`src/rtl/board_swap_sequencer_if.sv`:
```
// Board storage port between the swap sequencer and the gem RAM.
// master: addr/rd_en/wr_en/wdata out, rdata in (valid cycle after rd_en).
interface board_swap_sequencer_if #(
  parameter int CELL_W  = 3,
  parameter int COORD_W = 3
);
  logic [2*COORD_W-1:0] mem_addr;
  logic                 mem_rd_en;
  logic                 mem_wr_en;
  logic [CELL_W-1:0]    mem_wdata;
  logic [CELL_W-1:0]    mem_rdata;

  modport master (
    output mem_addr,
    output mem_rd_en,
    output mem_wr_en,
    output mem_wdata,
    input  mem_rdata
  );

  modport slave (
    input  mem_addr,
    input  mem_rd_en,
    input  mem_wr_en,
    input  mem_wdata,
    output mem_rdata
  );
endinterface

```
`src/rtl/board_swap_sequencer.sv`:
```
// Cursor/selection owner and gem swap sequencer for the 8x8 board.
// Ports: clk, game_reset, keys, board_busy, mem bus, cursor/sel, swap result.
module board_swap_sequencer #(
  parameter int CELL_W  = 3,
  parameter int COORD_W = 3
) (
  input  logic                   clk,
  input  logic                   game_reset,
  input  logic                   left,
  input  logic                   right,
  input  logic                   up,
  input  logic                   down,
  input  logic                   enter,
  input  logic                   board_busy,
  board_swap_sequencer_if.master mem,
  output logic [COORD_W-1:0]     cursor_x,
  output logic [COORD_W-1:0]     cursor_y,
  output logic                   sel_valid,
  output logic [COORD_W-1:0]     sel_x,
  output logic [COORD_W-1:0]     sel_y,
  output logic                   busy,
  output logic                   swap_done,
  output logic [2*COORD_W-1:0]   swap_a_addr,
  output logic [2*COORD_W-1:0]   swap_b_addr
);
  localparam int AW = 2 * COORD_W;
  localparam logic [COORD_W-1:0] MAX = '1;
  localparam logic [COORD_W:0] ONE = 1;

  typedef enum logic [2:0] {
    IDLE, RD_A, RD_B, CAP, WR_A, WR_B, DONE
  } state_t;

  state_t state_q, state_d;

  logic [4:0] key_q, key_d, key_edge;
  logic [COORD_W-1:0] cx_q, cx_d, cy_q, cy_d;
  logic [COORD_W-1:0] sx_q, sx_d, sy_q, sy_d;
  logic sv_q, sv_d;
  logic [AW-1:0] a_q, a_d, b_q, b_d;
  logic [AW-1:0] addr_q, addr_d;
  logic [AW-1:0] sa_q, sa_d, sb_q, sb_d;
  logic [CELL_W-1:0] va_q, va_d;
  logic [CELL_W-1:0] wdata_q, wdata_d;
  logic rd_q, rd_d, wr_q, wr_d;
  logic done_q, done_d;

  // key order doubles as priority: enter > left > right > up > down
  assign key_d = {enter, left, right, up, down};
  assign key_edge = key_d & ~key_q;

  // widened so MAX+1 cannot alias to 0 (no wrap adjacency)
  logic [COORD_W:0] cxw, cyw, sxw, syw;
  logic same, adj_x, adj_y;
  assign cxw = {1'b0, cx_q};
  assign cyw = {1'b0, cy_q};
  assign sxw = {1'b0, sx_q};
  assign syw = {1'b0, sy_q};
  assign same = (cx_q == sx_q) && (cy_q == sy_q);
  assign adj_x = (cy_q == sy_q) &&
                 ((cxw == sxw + ONE) ||
                  (sxw == cxw + ONE));
  assign adj_y = (cx_q == sx_q) &&
                 ((cyw == syw + ONE) ||
                  (syw == cyw + ONE));

  always_comb begin
    state_d = state_q;
    cx_d    = cx_q;
    cy_d    = cy_q;
    sx_d    = sx_q;
    sy_d    = sy_q;
    sv_d    = sv_q;
    a_d     = a_q;
    b_d     = b_q;
    va_d    = va_q;
    addr_d  = addr_q;
    wdata_d = wdata_q;
    sa_d    = sa_q;
    sb_d    = sb_q;
    rd_d    = 1'b0;
    wr_d    = 1'b0;
    done_d  = 1'b0;
    unique case (state_q)
      IDLE: begin
        if (!board_busy) begin
          if (key_edge[4]) begin
            if (!sv_q) begin
              sv_d = 1'b1;
              sx_d = cx_q;
              sy_d = cy_q;
            end else if (same) begin
              sv_d = 1'b0;
            end else if (adj_x || adj_y) begin
              a_d     = {sy_q, sx_q};
              b_d     = {cy_q, cx_q};
              addr_d  = {sy_q, sx_q};
              rd_d    = 1'b1;
              state_d = RD_A;
            end else begin
              sx_d = cx_q;
              sy_d = cy_q;
            end
          end else if (key_edge[3]) begin
            if (cx_q != '0) cx_d = cx_q - 1'b1;
          end else if (key_edge[2]) begin
            if (cx_q != MAX) cx_d = cx_q + 1'b1;
          end else if (key_edge[1]) begin
            if (cy_q != '0) cy_d = cy_q - 1'b1;
          end else if (key_edge[0]) begin
            if (cy_q != MAX) cy_d = cy_q + 1'b1;
          end
        end
      end
      RD_A: begin
        rd_d    = 1'b1;
        addr_d  = b_q;
        state_d = RD_B;
      end
      RD_B: begin
        va_d    = mem.mem_rdata;
        state_d = CAP;
      end
      CAP: begin
        // B's data arrives now; it goes straight out as A's write data
        wr_d    = 1'b1;
        addr_d  = a_q;
        wdata_d = mem.mem_rdata;
        state_d = WR_A;
      end
      WR_A: begin
        wr_d    = 1'b1;
        addr_d  = b_q;
        wdata_d = va_q;
        state_d = WR_B;
      end
      WR_B: begin
        done_d  = 1'b1;
        sa_d    = a_q;
        sb_d    = b_q;
        sv_d    = 1'b0;
        state_d = DONE;
      end
      DONE: state_d = IDLE;
      default: state_d = IDLE;
    endcase
  end

  always_ff @(posedge clk or posedge game_reset) begin
    if (game_reset) begin
      state_q <= IDLE;
      key_q   <= '0;
      cx_q    <= '0;
      cy_q    <= '0;
      sx_q    <= '0;
      sy_q    <= '0;
      sv_q    <= 1'b0;
      a_q     <= '0;
      b_q     <= '0;
      va_q    <= '0;
      addr_q  <= '0;
      wdata_q <= '0;
      sa_q    <= '0;
      sb_q    <= '0;
      rd_q    <= 1'b0;
      wr_q    <= 1'b0;
      done_q  <= 1'b0;
    end else begin
      state_q <= state_d;
      key_q   <= key_d;
      cx_q    <= cx_d;
      cy_q    <= cy_d;
      sx_q    <= sx_d;
      sy_q    <= sy_d;
      sv_q    <= sv_d;
      a_q     <= a_d;
      b_q     <= b_d;
      va_q    <= va_d;
      addr_q  <= addr_d;
      wdata_q <= wdata_d;
      sa_q    <= sa_d;
      sb_q    <= sb_d;
      rd_q    <= rd_d;
      wr_q    <= wr_d;
      done_q  <= done_d;
    end
  end

  assign mem.mem_addr  = addr_q;
  assign mem.mem_rd_en = rd_q;
  assign mem.mem_wr_en = wr_q;
  assign mem.mem_wdata = wdata_q;
  assign cursor_x      = cx_q;
  assign cursor_y      = cy_q;
  assign sel_valid     = sv_q;
  assign sel_x         = sx_q;
  assign sel_y         = sy_q;
  assign busy          = (state_q != IDLE);
  assign swap_done     = done_q;
  assign swap_a_addr   = sa_q;
  assign swap_b_addr   = sb_q;
endmodule

```
`src/flat_wrapper.sv`:
```
// flat-port wrapper written by rule: the top's interface ports become plain ports
module board_swap_sequencer_flat 
#(
  parameter int CELL_W  = 3,
  parameter int COORD_W = 3
)
  (clk, game_reset, left, right, up, down, enter, board_busy, cursor_x, cursor_y, sel_valid, sel_x, sel_y, busy, swap_done, swap_a_addr, swap_b_addr, mem_mem_addr, mem_mem_rd_en, mem_mem_wr_en, mem_mem_wdata, mem_mem_rdata);
  board_swap_sequencer_if #(.CELL_W(CELL_W), .COORD_W(COORD_W)) mem_i ();
  input  logic clk;
  input  logic game_reset;
  input  logic left;
  input  logic right;
  input  logic up;
  input  logic down;
  input  logic enter;
  input  logic board_busy;
  output logic [COORD_W-1:0] cursor_x;
  output logic [COORD_W-1:0] cursor_y;
  output logic sel_valid;
  output logic [COORD_W-1:0] sel_x;
  output logic [COORD_W-1:0] sel_y;
  output logic busy;
  output logic swap_done;
  output logic [2*COORD_W-1:0] swap_a_addr;
  output logic [2*COORD_W-1:0] swap_b_addr;
  output wire logic [$bits(mem_i.mem_addr)-1:0] mem_mem_addr;
  output wire logic [$bits(mem_i.mem_rd_en)-1:0] mem_mem_rd_en;
  output wire logic [$bits(mem_i.mem_wr_en)-1:0] mem_mem_wr_en;
  output wire logic [$bits(mem_i.mem_wdata)-1:0] mem_mem_wdata;
  input wire logic [$bits(mem_i.mem_rdata)-1:0] mem_mem_rdata;
  assign mem_mem_addr = mem_i.mem_addr;
  assign mem_mem_rd_en = mem_i.mem_rd_en;
  assign mem_mem_wr_en = mem_i.mem_wr_en;
  assign mem_mem_wdata = mem_i.mem_wdata;
  assign mem_i.mem_rdata = mem_mem_rdata;
  board_swap_sequencer #(.CELL_W(CELL_W), .COORD_W(COORD_W)) u_core (.clk(clk), .game_reset(game_reset), .left(left), .right(right), .up(up), .down(down), .enter(enter), .board_busy(board_busy), .mem(mem_i), .cursor_x(cursor_x), .cursor_y(cursor_y), .sel_valid(sel_valid), .sel_x(sel_x), .sel_y(sel_y), .busy(busy), .swap_done(swap_done), .swap_a_addr(swap_a_addr), .swap_b_addr(swap_b_addr));
endmodule
```
`config.mk`:
```
export PLATFORM = sky130hd
export DESIGN_NAME = board_swap_sequencer_flat
export DESIGN_NICKNAME = d
export VERILOG_FILES = /design/src/rtl/board_swap_sequencer_if.sv /design/src/rtl/board_swap_sequencer.sv /design/src/flat_wrapper.sv
export SDC_FILE = /design/constraint.sdc
export NUM_CORES = 1
export LEC_CHECK = 0
export ABC_AREA = 1
export CAP_MARGIN = 10
export CORE_AREA = 2 2 108 110
export DETAILED_ROUTE_END_ITERATION = 6
export DIE_AREA = 0 0 110 112
export PLACE_DENSITY_LB_ADDON = 0.1
export SETUP_SLACK_MARGIN = 0.4
export SLEW_MARGIN = 25
export SYNTH_ARGS = -nofsm -noshare
export SYNTH_HDL_FRONTEND = slang
export SYNTH_SLANG_ARGS = --single-unit
```
`constraint.sdc`:
```
create_clock -name clk -period 4.5 [get_ports clk]
set_input_delay 0.45 -clock clk [delete_from_list [all_inputs] [get_ports clk]]
set_output_delay 0.45 -clock clk [all_outputs]
set_load 0.05 [all_outputs]
```
=== Yosys cells after proc, flatten, opt, wreduce, memory -nomap -nowiden ===
Cells that the tools add are included.

* Bitwise operators: 7
* Reductions and logical operators: 26
* Equality and inequality tests: 22
* Add/sub/neg operators: 8
* Mux-type cells: 40

{| class="wikitable"
|+ Operators by type and width
! kind !! count
|-
| $mux W3 || 19
|-
| $mux W6 || 5
|-
| $pmux W3 S6 || 1
|-
| $pmux W6 S3 || 1
|-
| $reduce_and A6 Y1 || 3
|-
| $add A3 B1 Y4 const B || 4
|-
| $eq A3 B4 Y1 || 4
|-
| $ne A2 B2 Y1 const B || 6
|-
| $reduce_bool A2 Y1 || 6
|-
| $reduce_bool A3 Y1 || 4
|-
| $mux W1 || 11
|-
| $reduce_and A5 Y1 || 2
|-
| $reduce_and A8 Y1 || 1
|-
| $add A3 B1 Y3 const B || 2
|-
| $eq A3 B2 Y1 const B || 2
|-
| $eq A3 B3 Y1 || 2
|-
| $eq A3 B3 Y1 const B || 2
|-
| $ne A2 B1 Y1 const B || 3
|-
| $ne A3 B3 Y1 const B || 2
|-
| $pmux W3 S2 || 1
|-
| $sub A3 B1 Y3 const B || 2
|-
| $and A5 B5 Y5 || 1
|-
| $not A1 Y1 || 5
|-
| $not A5 Y5 || 1
|-
| other kinds (7) || 13
|}

* Logic and storage cells: 120
* Register bits after elaboration: 60
* Output and inout bits: 38
* Input port bits: 11

=== Depth between registers and ports, before layout ===
Gate-level depths: netlist of the first run.

* Word-level depth: 11
* Gate-level depth with buffers: 14
* Depth with buffers taken out: 14

=== Worst setup path after synthesis of the first run ===
Ideal clock, no wire load.

* Path kind: flip-flop to flip-flop
* Start point: register u_core.cx_q[1], in the netlist u_core.cursor_x[1]
* End point: register u_core.b_q[2]
* Cell stages (with the launch flop): 13
* Required time: 4.379 ns
* Period minus slack after synthesis: 2.167 ns
* Buffers on the path: 2
* Library setup time: 0.121 ns
* Slack: 2.333 ns
* Data arrival time: 2.046 ns
* Path through: dfrtp_1 > clkbuf_2 > inv_1 > ha_1 > xnor2_1 > nand4_1 > nand2_1 > nand2_2 > nand2_2 > nand2_4 > buf_6 > nand2_1 > o21ai_2

* Longest elaborated chain between the ends: 6
* Elaborated cells between the ends (all ways): 11
* Classes of those cells: add/sub: 1; eq/ne: 3; bitwise: 1; reduce/logical: 6

{| class="wikitable"
|+ Ends and longest elaborated chain
! what !! line !! source
|-
| start: declaration || board_swap_sequencer.sv:37 || <nowiki>logic [COORD_W-1:0] cx_q, cx_d, cy_q, cy_d;</nowiki>
|-
| start signal: assignment || board_swap_sequencer.sv:153 || <nowiki>cx_q <= '0;</nowiki>
|-
| start signal: assignment || board_swap_sequencer.sv:171 || <nowiki>cx_q <= cx_d;</nowiki>
|-
| $add A3 B1 Y4 || board_swap_sequencer.sv:62 || <nowiki>(sxw == cxw + ONE));</nowiki>
|-
| $eq A3 B4 Y1 || board_swap_sequencer.sv:62 ||
|-
| $logic_or A1 B1 Y1 || board_swap_sequencer.sv:61 || <nowiki>((cxw == sxw + ONE) ||</nowiki>
|-
| $logic_and A1 B1 Y1 || board_swap_sequencer.sv:60 || <nowiki>assign adj_x = (cy_q == sy_q) &&</nowiki>
|-
| $logic_or A1 B1 Y1 || board_swap_sequencer.sv:94 || <nowiki>end else if (adj_x || adj_y) begin</nowiki>
|-
| $reduce_and A6 Y1 (no source line) * || -- ||
|-
| end signal: assignment || board_swap_sequencer.sv:159 || <nowiki>b_q <= '0;</nowiki>
|-
| end signal: assignment || board_swap_sequencer.sv:177 || <nowiki>b_q <= b_d;</nowiki>
|-
| end: declaration || board_swap_sequencer.sv:40 || <nowiki>logic [AW-1:0] a_q, a_d, b_q, b_d;</nowiki>
|}

Mark *: on every way between the ends. The rest lies on a longest branch, timed or not.
A chain may end at the register's enable or synchronous reset.

=== Final worst setup path of the first run ===
* Start point: register u_core.state_q[2]
* End point: output busy

* Longest elaborated chain between the ends: 1

{| class="wikitable"
|+ Ends and longest elaborated chain
! what !! line !! source
|-
| start: declaration || board_swap_sequencer.sv:34 || <nowiki>state_t state_q, state_d;</nowiki>
|-
| start signal: assignment || board_swap_sequencer.sv:169 || <nowiki>state_q <= state_d;</nowiki>
|-
| $reduce_bool A3 Y1 || board_swap_sequencer.sv:198 || <nowiki>assign busy = (state_q != IDLE);</nowiki>
|-
| end: declaration || flat_wrapper.sv:22 || <nowiki>output logic busy;</nowiki>
|}

No other way between the ends.

==> results of run 1 <==
-- synthesized netlist by cell type --
cell and count:
buf_6 2, nand3_2 2, nor3_1 2, inv_2 6, nand2_1 129, nand3b_1 1, xnor2_1 6, buf_2 1
nand2_2 4, fa_1 2, dfrtp_1 60, o211ai_1 3, xor2_1 6, nand2_4 2, nor3_2 1, o21ai_0 14
o31ai_1 1, inv_1 42, nor2_4 1, clkbuf_1 2, nor2_1 11, a21oi_1 2, nand4_1 8, o21ai_2 11
ha_1 8, nand3_1 21, o221ai_1 5, clkbuf_2 1, o22ai_1 1, a22oi_1 1, nor2_2 5, a31oi_1 1
-- flip-flops by register name, summed over array words and instances, names as in the netlist, 3 cells and up --
name / count
u_core.mem.mem_wdata: 3
u_core.state_q: 3
u_core.swap_b_addr: 6
u_core.mem.mem_addr: 6
u_core.b_q: 6
u_core.sel_y: 3
u_core.cursor_y: 3
u_core.sel_x: 3
u_core.cursor_x: 3
u_core.va_q: 3
u_core.a_q: 6
u_core.swap_a_addr: 6
u_core.key_q: 5
-- per-stage QoR --
step / power [mW] / utilization / cells
3_5_place_dp: 2.53 / 0.330 / 548
3_3_place_gp: 2.52 / 0.330 / 548
6_report: 3.12 / 0.353 / 564
2_1_floorplan: 2.04 / - / 362
5_1_grt: 3.39 / 0.353 / 564
4_1_cts: 3.16 / 0.353 / 564
-- layer usage --
layer  global-route usage  up-vias
li1                     -     1265
met5                    0        -
met2                0.197       62
met1                0.188     1151
met3               0.0334       14
met4               0.0684        0
-- power by group through the flow --
| stage | Clock (mW) | Combinational, mW | Sequential (mW) |
|---|---|---|---|
| floorplan | 0 | 0.768 | 1.27 |
| global placement | 0 | 1.59 | 0.930 |
| detailed placement | 0 | 1.60 | 0.929 |
| CTS | 0.639 | 1.60 | 0.923 |
| global route | 0.665 | 1.77 | 0.955 |
| finish | 0.618 | 1.58 | 0.920 |
-- logic make-up (layout without fill, tap and decap cells) --
logic type	count (synthesis)	in the layout
xor+xnor	12	12
buf+inv	54	113
fa+ha+maj	10	10
compound gates	39	39
flops	60	60
simple gates	187	187
-- critical path, stage by stage (launching register included) --
cell and delay (ps):
dfrtp_1 380, inv_1 130, nand2_2 170, clkdlybuf4s50_1 820
-- final timing paths --
kind                                            start                      to  slack [ps]  cells after the start
worst max-delay path                u_core.state_q[2]                    busy        2220                      3
max in group asynchronous                  game_reset  u_core.mem.mem_addr[0]        3070                      3
min in group asynchronous                  game_reset         u_core.key_q[3]         610                      2
worst min-delay path            u_core.swap_b_addr[4]   u_core.swap_b_addr[4]         470                      2
worst max register to register     u_core.cursor_x[1]           u_core.a_q[5]        2390                     10
worst min register to register  u_core.swap_b_addr[4]   u_core.swap_b_addr[4]         470                      2
-- cell type report --
cell class | count | area share
tap | 143 | 0.0453
clock buffer | 14 | 0.0644
inverter | 48 | 0.0457
clock inverter | 2 | 0.00254
multi-input combinational | 248 | 0.338
sequential | 60 | 0.380
timing repair buffer | 49 | 0.124
==> results.md, run 1 <==
- Final setup vio count: 0
- Multi-input logic area: ~1300 sq um
- Crit path max fanout: 5
- Largest family of logic cells by synthesized area: simple AND/OR/NAND/NOR gates
- Post-Synth Simple-Gate Area: 0.268
- Max-cap viol count: 0
- Kind of critical path: flip-flop to primary output
- Worst setup EP type: primary output
- CTS Hold Bufs: 0
- Metal-1 WL: roughly 3.6 mm
- Global-route wire length before repair: 12.7 mm
- Vias/cell: around 4.4
- Worst min path class: flip-flop to flip-flop
- Routed wl met3: roughly 340 um
- Highest routed layer: met4
- Cell taking the most area after synthesis: dfrtp_1
- Postcts setup bufs: 0
- Clk buf depth: 2
- Status: finished, final reports clean
- Peak VDD IR: 340 uV
- Post-synthesis cell type count: 32
- RSZ-0062 raised after global routing: false
- I/O pins: 49
- FMAX: 439 MHz
- Drt wl/cell: ~13 um
- Final Max Tran Viols: 0
- Top cell type's share of synthesized area: 0.491
- Synth Register Bits: 60
- Detail Placement HPWL: 5.55 mm
- CTS tree: done
- Clock group share of total power: 0.198
- DRC violations left: 0
- Vias in the first global route: approximately 2500
- CTS resizes: 0
- Pre-CTS setup slack: ~2200 ps
- Layout Nets: 437
- Flop pwr share: 0.295
- Comb power frac: 0.507
- Die W: 110 um
- Slew @ Worst Pin: 832 ps
- Switching power total: 1.49 mW
- Syn avg cell area: 8.44 sq um
- Initial antenna violation count: 0
- # diodes: 0
- Complex-gate fraction of the synthesized area: 0.0885
- Commonest non-fill, non-tap cell in the layout: nand2_1
- Total die area: around 12000 sq um
- Core Box Area: between 10000 and 15000 sq um
- Crit path required time: 4050 ps
- Top cells by area, synth: dfrtp_1 49%, nand2_1 16%, inv_1 5.2%, nand3_1 3.4%, ha_1 3.3%
- GR Overflow Total: 0
- Pwr/cell area: 790 nW/um^2
- Rel. slew slack: 0.445
- H-Tree Depth: 3
- Rows: 39
- Mapped Nets: 383
- CTS Sinks: 60
- Min Hold Slack: 469 ps
- Number of routed nets with antenna violations: 0
- Adder-cell share of the synthesized area: 0.0459
- Initial core utilization: 0.273
- Post-synthesis mux area share: 0
- Fillers: around 1200
- GPL Wtd Cong: 0.779
- Synth Area in XOR/XNOR: 0.0344
- P&R area growth vs syn: 29.2%
- Commonest non-fill, non-tap cells in the layout: 129 x nand2_1, 60 x dfrtp_1, 48 x clkdlybuf4s50_1
- GRT Total Usage: 0.136
- Minimum clock period: 2280 ps
- CTS Buf Count: 9
- 1st-iter DRT viols: 126
- Final hold viol count: 0
- Setup crit start kind: flip-flop
- Tcrit/Tclk final: 0.506
- Clk Latency, worst-skew pair: 330 ps
- Leakage: 1.90 nW
- Dpl cell area: 3680 sq um
- Clk slew on worst S/H paths: 50 ps
- Layout cell share with drive strength beyond 1: 0.109
- Sequential share of the synthesized area: 0.491
- Chip height: 112 um
- Mapped Area: 3060 sq um
- Internal: 1.63 mW
- Drt pass-1 iters: 4
- Synth Warn #: 0
- Switching Share: 0.479
- Design Area, Final: 3950 sq um
- Final wirelength: roughly 7.5 mm
- Setup TNS: 0 ps
- Met2 Routed Length: between 3 and 4 mm
- Root Driver: clkbuf_16
- Sequential cell area: roughly 1500 sq um
- IO Port Bufs: 48
- Largest net degree at the start of global routing: 40
- Setup Skew: 5.37 ps
- Vias post-DR: 2492
- Synth Instances: 362
- Critical path arrival: 1830 ps
- Setup ws final: 2220 ps
Note: power is estimated with default switching activity, not from simulation.
==> inputs of run 2 (changes only) <==
Clock period 4.5 ns to 2 ns, I/O delays scaled along.
==> results.md, run 2 (same netlist as run 1, synthesis figures left out) <==
- Status: finished, final reports clean
- Final setup vio count: 0
- Initial core utilization: 0.273
- RSZ-0062 raised after global routing: true
- Drt pass-1 iters: 4
- Final wirelength: 8.30 mm
- Crit path max fanout: 7
- Commonest non-fill, non-tap cell in the layout: nand2_1
- Rows: 39
- CTS Buf Count: 9
- Setup crit start kind: flip-flop
- Drt wl/cell: 14.1 um
- Layout cell share with drive strength beyond 1: 0.320
- Kind of critical path: flip-flop to flip-flop
- P&R area growth vs syn: 48.2%
- Worst setup EP type: flip-flop
- Commonest non-fill, non-tap cells in the layout: 107 x nand2_1, 48 x dfrtp_1, 34 x inv_1
- 1st-iter DRT viols: 82
- Flop pwr share: 0.253
- Vias post-DR: 2608
- Clk Latency, worst-skew pair: 330 ps
- Number of routed nets with antenna violations: 0
- Comb power frac: 0.557
- Tcrit/Tclk final: 0.913
- Initial antenna violation count: 0
- I/O pins: 49
- Worst min path class: input port to asynchronous set/reset pin
- Fillers: 1153
- Dpl cell area: ~3800 sq um
- FMAX: approximately 550 MHz
- Layout Nets: 464
- Final Max Tran Viols: 0
- Setup TNS: 0 ps
- Clk slew on worst S/H paths: 50 ps
- Vias in the first global route: 2685
- # diodes: 0
- Reg2reg setup slack: between 150 and 200 ps
- Crit path required time: roughly 2300 ps
- Critical path arrival: around 2100 ps
- Clk buf depth: 2
- Root Driver: clkbuf_16
- CP Launch Point: u_core.cursor_x[0]
- GRT Total Usage: 0.146
- Global-route wire length before repair: 13.7 mm
- Chip height: 112 um
- Total die area: roughly 12000 sq um
- Design Area, Final: 4530 sq um
- Core Box Area: 11200 sq um
- GPL Wtd Cong: 0.768
- Die W: around 110 um
- Setup Skew: between 4 and 5 ps
- GR Overflow Total: 0
- CTS Sinks: 60
- Switching Share: 0.486
- Minimum clock period: 1830 ps
- Slew @ Worst Pin: 500 ps
- RR Startpoint: u_core.cursor_x[0]
- IO Port Bufs: 48
- Rel. slew slack: 0.668
- Pwr/cell area: approximately 1800 nW/um^2
- Final hold viol count: 0
- Detail Placement HPWL: between 5 and 6 mm
- H-Tree Depth: 3
- Leakage: approximately 2.2 nW
- Clock group share of total power: 0.190
- Largest net degree at the start of global routing: 61
- Internal: 4.19 mW
- Max-cap viol count: 0
- DRC violations left: 0
- CTS tree: done
- Switching power total: 3.96 mW
- Peak VDD IR: 872 uV
- Vias/cell: roughly 4.4
run 2: changes by cell type in the layout (fill, tap and decap cells not counted), sizes merged, moves of 4 or more:
| cell | previous run | this run |
|---|---|---|
| buf | 1 | 26 |
| clkinvlp | 0 | 4 |
| dlygate4sd2 | 0 | 31 |
| clkdlybuf4s50 | 48 | 10 |
run 2: final timing paths:
check,to,cells past startpoint
worst max-delay path,u_core.sel_x[0],11
worst min-delay path,u_core.cursor_x[2],3
worst max register to register,u_core.sel_x[0],11
worst min register to register,u_core.swap_b_addr[0],2
max in group asynchronous,u_core.sel_y[2],3
min in group clk,u_core.key_q[2],1
run 2: timing repair:
action                                  in CTS  in global routing
hold buffers                                 0                  0
resized for setup                           80                 37
setup buffers                                3                 10
endpoints found under the hold margin        0                  0
gates cloned                                 2                  1
endpoints found under the setup margin      64                 35
pin swaps                                   10                 14
run 2: routing by layer:
layer | share of wire | routed length [um] | global-route usage
met5 | 0 | 0 | 0
met3 | 0.032 | 266 | 0.0287
met4 | 0.017 | 144 | 0.0582
met1 | 0.48 | 3990 | 0.199
met2 | 0.47 | 3890 | 0.224
run 2: per-stage QoR:
| stage | setup WS (ps) | util | power, mW | hold slack [ps] | std cells |
|---|---|---|---|---|---|
| after floorplan | 89.4 | - | 4.70 | 231 | 362 |
| after global placement | 72.0 | 0.343 | 5.92 | 459 | 559 |
| after detailed placement | 41.6 | 0.343 | 5.93 | 464 | 559 |
| after CTS | 166 | 0.388 | 7.80 | 309 | 579 |
| after global routing | 99.6 | 0.405 | 8.72 | 314 | 590 |
| final | 174 | 0.405 | 8.15 | 279 | 590 |
run 2: area by class of cell:
class | count | area, sq um | area share
Timing Repair inverter | 1 | 5.00 | 0.00111
Clock inverter | 5 | 52.6 | 0.0116
Sequential cell | 60 | 1520 | 0.335
Inverter | 48 | 198 | 0.0437
Clock buffer | 10 | 239 | 0.0528
Tap cell | 143 | 179 | 0.0395
Timing Repair Buffer | 73 | 651 | 0.144
Multi-Input combinational cell | 250 | 1690 | 0.373
run 2: worst max-delay path, stage by stage, from the launching register on:
cell and delay [ps]:
dfrtp_2 450, ha_4 180, ha_4 260, xnor2_2 90, nand4_1 120, nand2_2 100
nand2_4 80, nand2_8 160, nand2_8 110, nand2_8 100, nand2_1 50, nand2_1 50
run 2: power by group through the flow:
stage	clock, mW	combinational (mW)	sequential, mW
floorplan	0	1.80	2.91
global placement	0	3.87	2.05
detailed placement	0	3.88	2.05
CTS	1.59	4.15	2.06
global route	1.65	4.95	2.13
finish	1.55	4.54	2.06
==> inputs of run 3 (changes only) <==
Clock period 2 ns to 1.7 ns, I/O delays scaled along.
==> results.md, run 3 (same netlist as run 1, synthesis figures left out) <==
- Failing checks: setup timing
- Leakage: 2.40 nW
- I/O pins: 49
- Chip height: 112 um
- Vias in the first global route: roughly 2800
- Max-cap viol count: 0
- RSZ-0062 raised after global routing: true
- H-Tree Depth: 3
- Root Driver: clkbuf_16
- IO Port Bufs: 48
- Fin util: 0.453
- Final Max Tran Viols: 0
- Pwr/cell area: 2120 nW/um^2
- Die W: 110 um
- Crit path max-delay cell type: dfrtp_2
- # diodes: 0
- Total die area: between 10000 and 15000 sq um
- FMAX: approximately 550 MHz
- Initial antenna violation count: 0
- Final hold viol count: 0
- CTS tree: done
- Final setup vio count: 26
- DRC violations left: 0
- CTS Hold Bufs: 0
- GRT Total Usage: 0.154
- CP cell instances: ha_4 -> ha_4 -> xnor2_2 -> nand3_1 -> nand2_2 -> nand2_4 -> nand2_8 -> nand2_8 -> nand2_8 -> nand2_2 -> nand2_1
- Setup Skew: 4.34 ps
- Layout cell share with drive strength beyond 1: 0.495
- Peak VDD IR: between 1000 and 1500 uV
- Pre-CTS setup slack: -218 ps
- Drt pass-1 iters: 4
- Slew @ Worst Pin: between 300 and 400 ps
- Commonest non-fill, non-tap cell in the layout: nand2_1
- Rel. slew slack: 0.775
- CTS Sinks: 60
- Detail Placement HPWL: 6.06 mm
- Global-route wire length before repair: 14.4 mm
- Rows: 39
- CP max stage delay: 450 ps
- Min Hold Slack: 288 ps
- Number of routed nets with antenna violations: 0
- Vias post-DR: 2791
- Minimum clock period: ~1800 ps
- Crit path required time: 1920 ps
- Clk slew on worst S/H paths: about 50 ps
- Crit path max-delay family: simple AND/OR/NAND/NOR gates
- Worst min path class: input port to asynchronous set/reset pin
- Layout Nets: around 510
- Setup crit start kind: flip-flop
- Commonest non-fill, non-tap cells in the layout: 97 x nand2_1, 74 x buf_4, 48 x dfrtp_1
- Initial core utilization: 0.273
- Setup ws final: -102 ps
- CTS Buf Count: 9
- Clk Latency, worst-skew pair: 330 ps
- Kind of critical path: flip-flop to flip-flop
- Tcrit/Tclk final: 1.06
- Largest net degree at the start of global routing: 61
- Status: finished, violations left
- GPL Wtd Cong: 0.792
- Vias/cell: around 4.4
- 1st-iter DRT viols: a little under 100
- Critical path arrival: a little over 2000 ps
- Clk buf depth: 2
- Core Box Area: 11200 sq um
- Crit path max fanout: 7
- Drt wl/cell: 13.6 um
- Buf+Inv Stages, Crit Path: 0
- GR Overflow Total: 0
- Overall power: 10.7 mW
- P&R area growth vs syn: 65.5%
- CP most frequent cell: nand2_8
- Final wirelength: around 8.7 mm
- Worst setup EP type: flip-flop
[run 3: what timing repair did]
item | 4_1_cts | 5_1_grt
pin swaps | 28 | 23
endpoints found under the hold margin | 0 | 0
endpoints found under the setup margin | 53 | 52
gates resized for setup | 80 | 68
setup buffers | 10 | 8
gates cloned | 1 | 1
[run 3: worst paths after layout]
| path | from | to | slack [ps] | cells past startpoint |
|---|---|---|---|---|
| max in group asynchronous | game_reset | u_core.sel_x[2] | 1130 | 3 |
| min reg2reg | u_core.swap_b_addr[4] | u_core.swap_b_addr[4] | 470 | 2 |
| min in group clk | left | u_core.key_q[3] | 310 | 1 |
| max reg2reg | u_core.cursor_y[1] | u_core.sel_y[0] | -100 | 11 |
| max | u_core.cursor_y[1] | u_core.sel_y[0] | -100 | 11 |
| min | game_reset | u_core.va_q[1] | 290 | 3 |
[run 3: worst reg2reg max path, cell delays in order (launching register included)]
cell,delay [ps]
dfrtp_2,450
ha_4,180
ha_4,240
xnor2_2,130
nand3_1,90
nand2_2,70
nand2_4,110
nand2_8,100
nand2_8,130
nand2_8,80
nand2_2,60
nand2_1,40
[run 3: power by group]
group | leakage [nW] | switching (mW) | total, mW | internal (mW)
sequential | 0.770 | 0.423 | 2.35 | 1.92
clock | 0.149 | 0.669 | 1.88 | 1.21
combinational | 1.48 | 3.79 | 6.52 | 2.72
[run 3: area by class of cell]
class / instances / area, sq um
Clock buffer: 12 / 256
Clock inverter: 4 / 47.5
Fill cell: 1110 / 6120
Inverter: 48 / 199
Multi-Input combinational cell: 249 / 1750
Sequential cell: 60 / 1520
Tap cell: 143 / 179
Timing Repair Buffer: 120 / 1110
[run 3: per-layer routing]
metal,routed length (um),GRT usage,up-vias
met4,148,0.0641,0
met5,0,0,-
met2,4080,0.240,56
li1,-,-,1418
met1,4160,0.210,1306
met3,287,0.0258,11
[run 3: through the flow]
step | cells | area [sq um] | TNS [ps]
detailed placement | 600 | 4110 | -4600
CTS | 627 | 4770 | -1790
floorplan | 362 | 3150 | -4120
global route | 636 | 5060 | -4360
global placement | 600 | 4110 | -4250
finish | 636 | 5060 | -1830
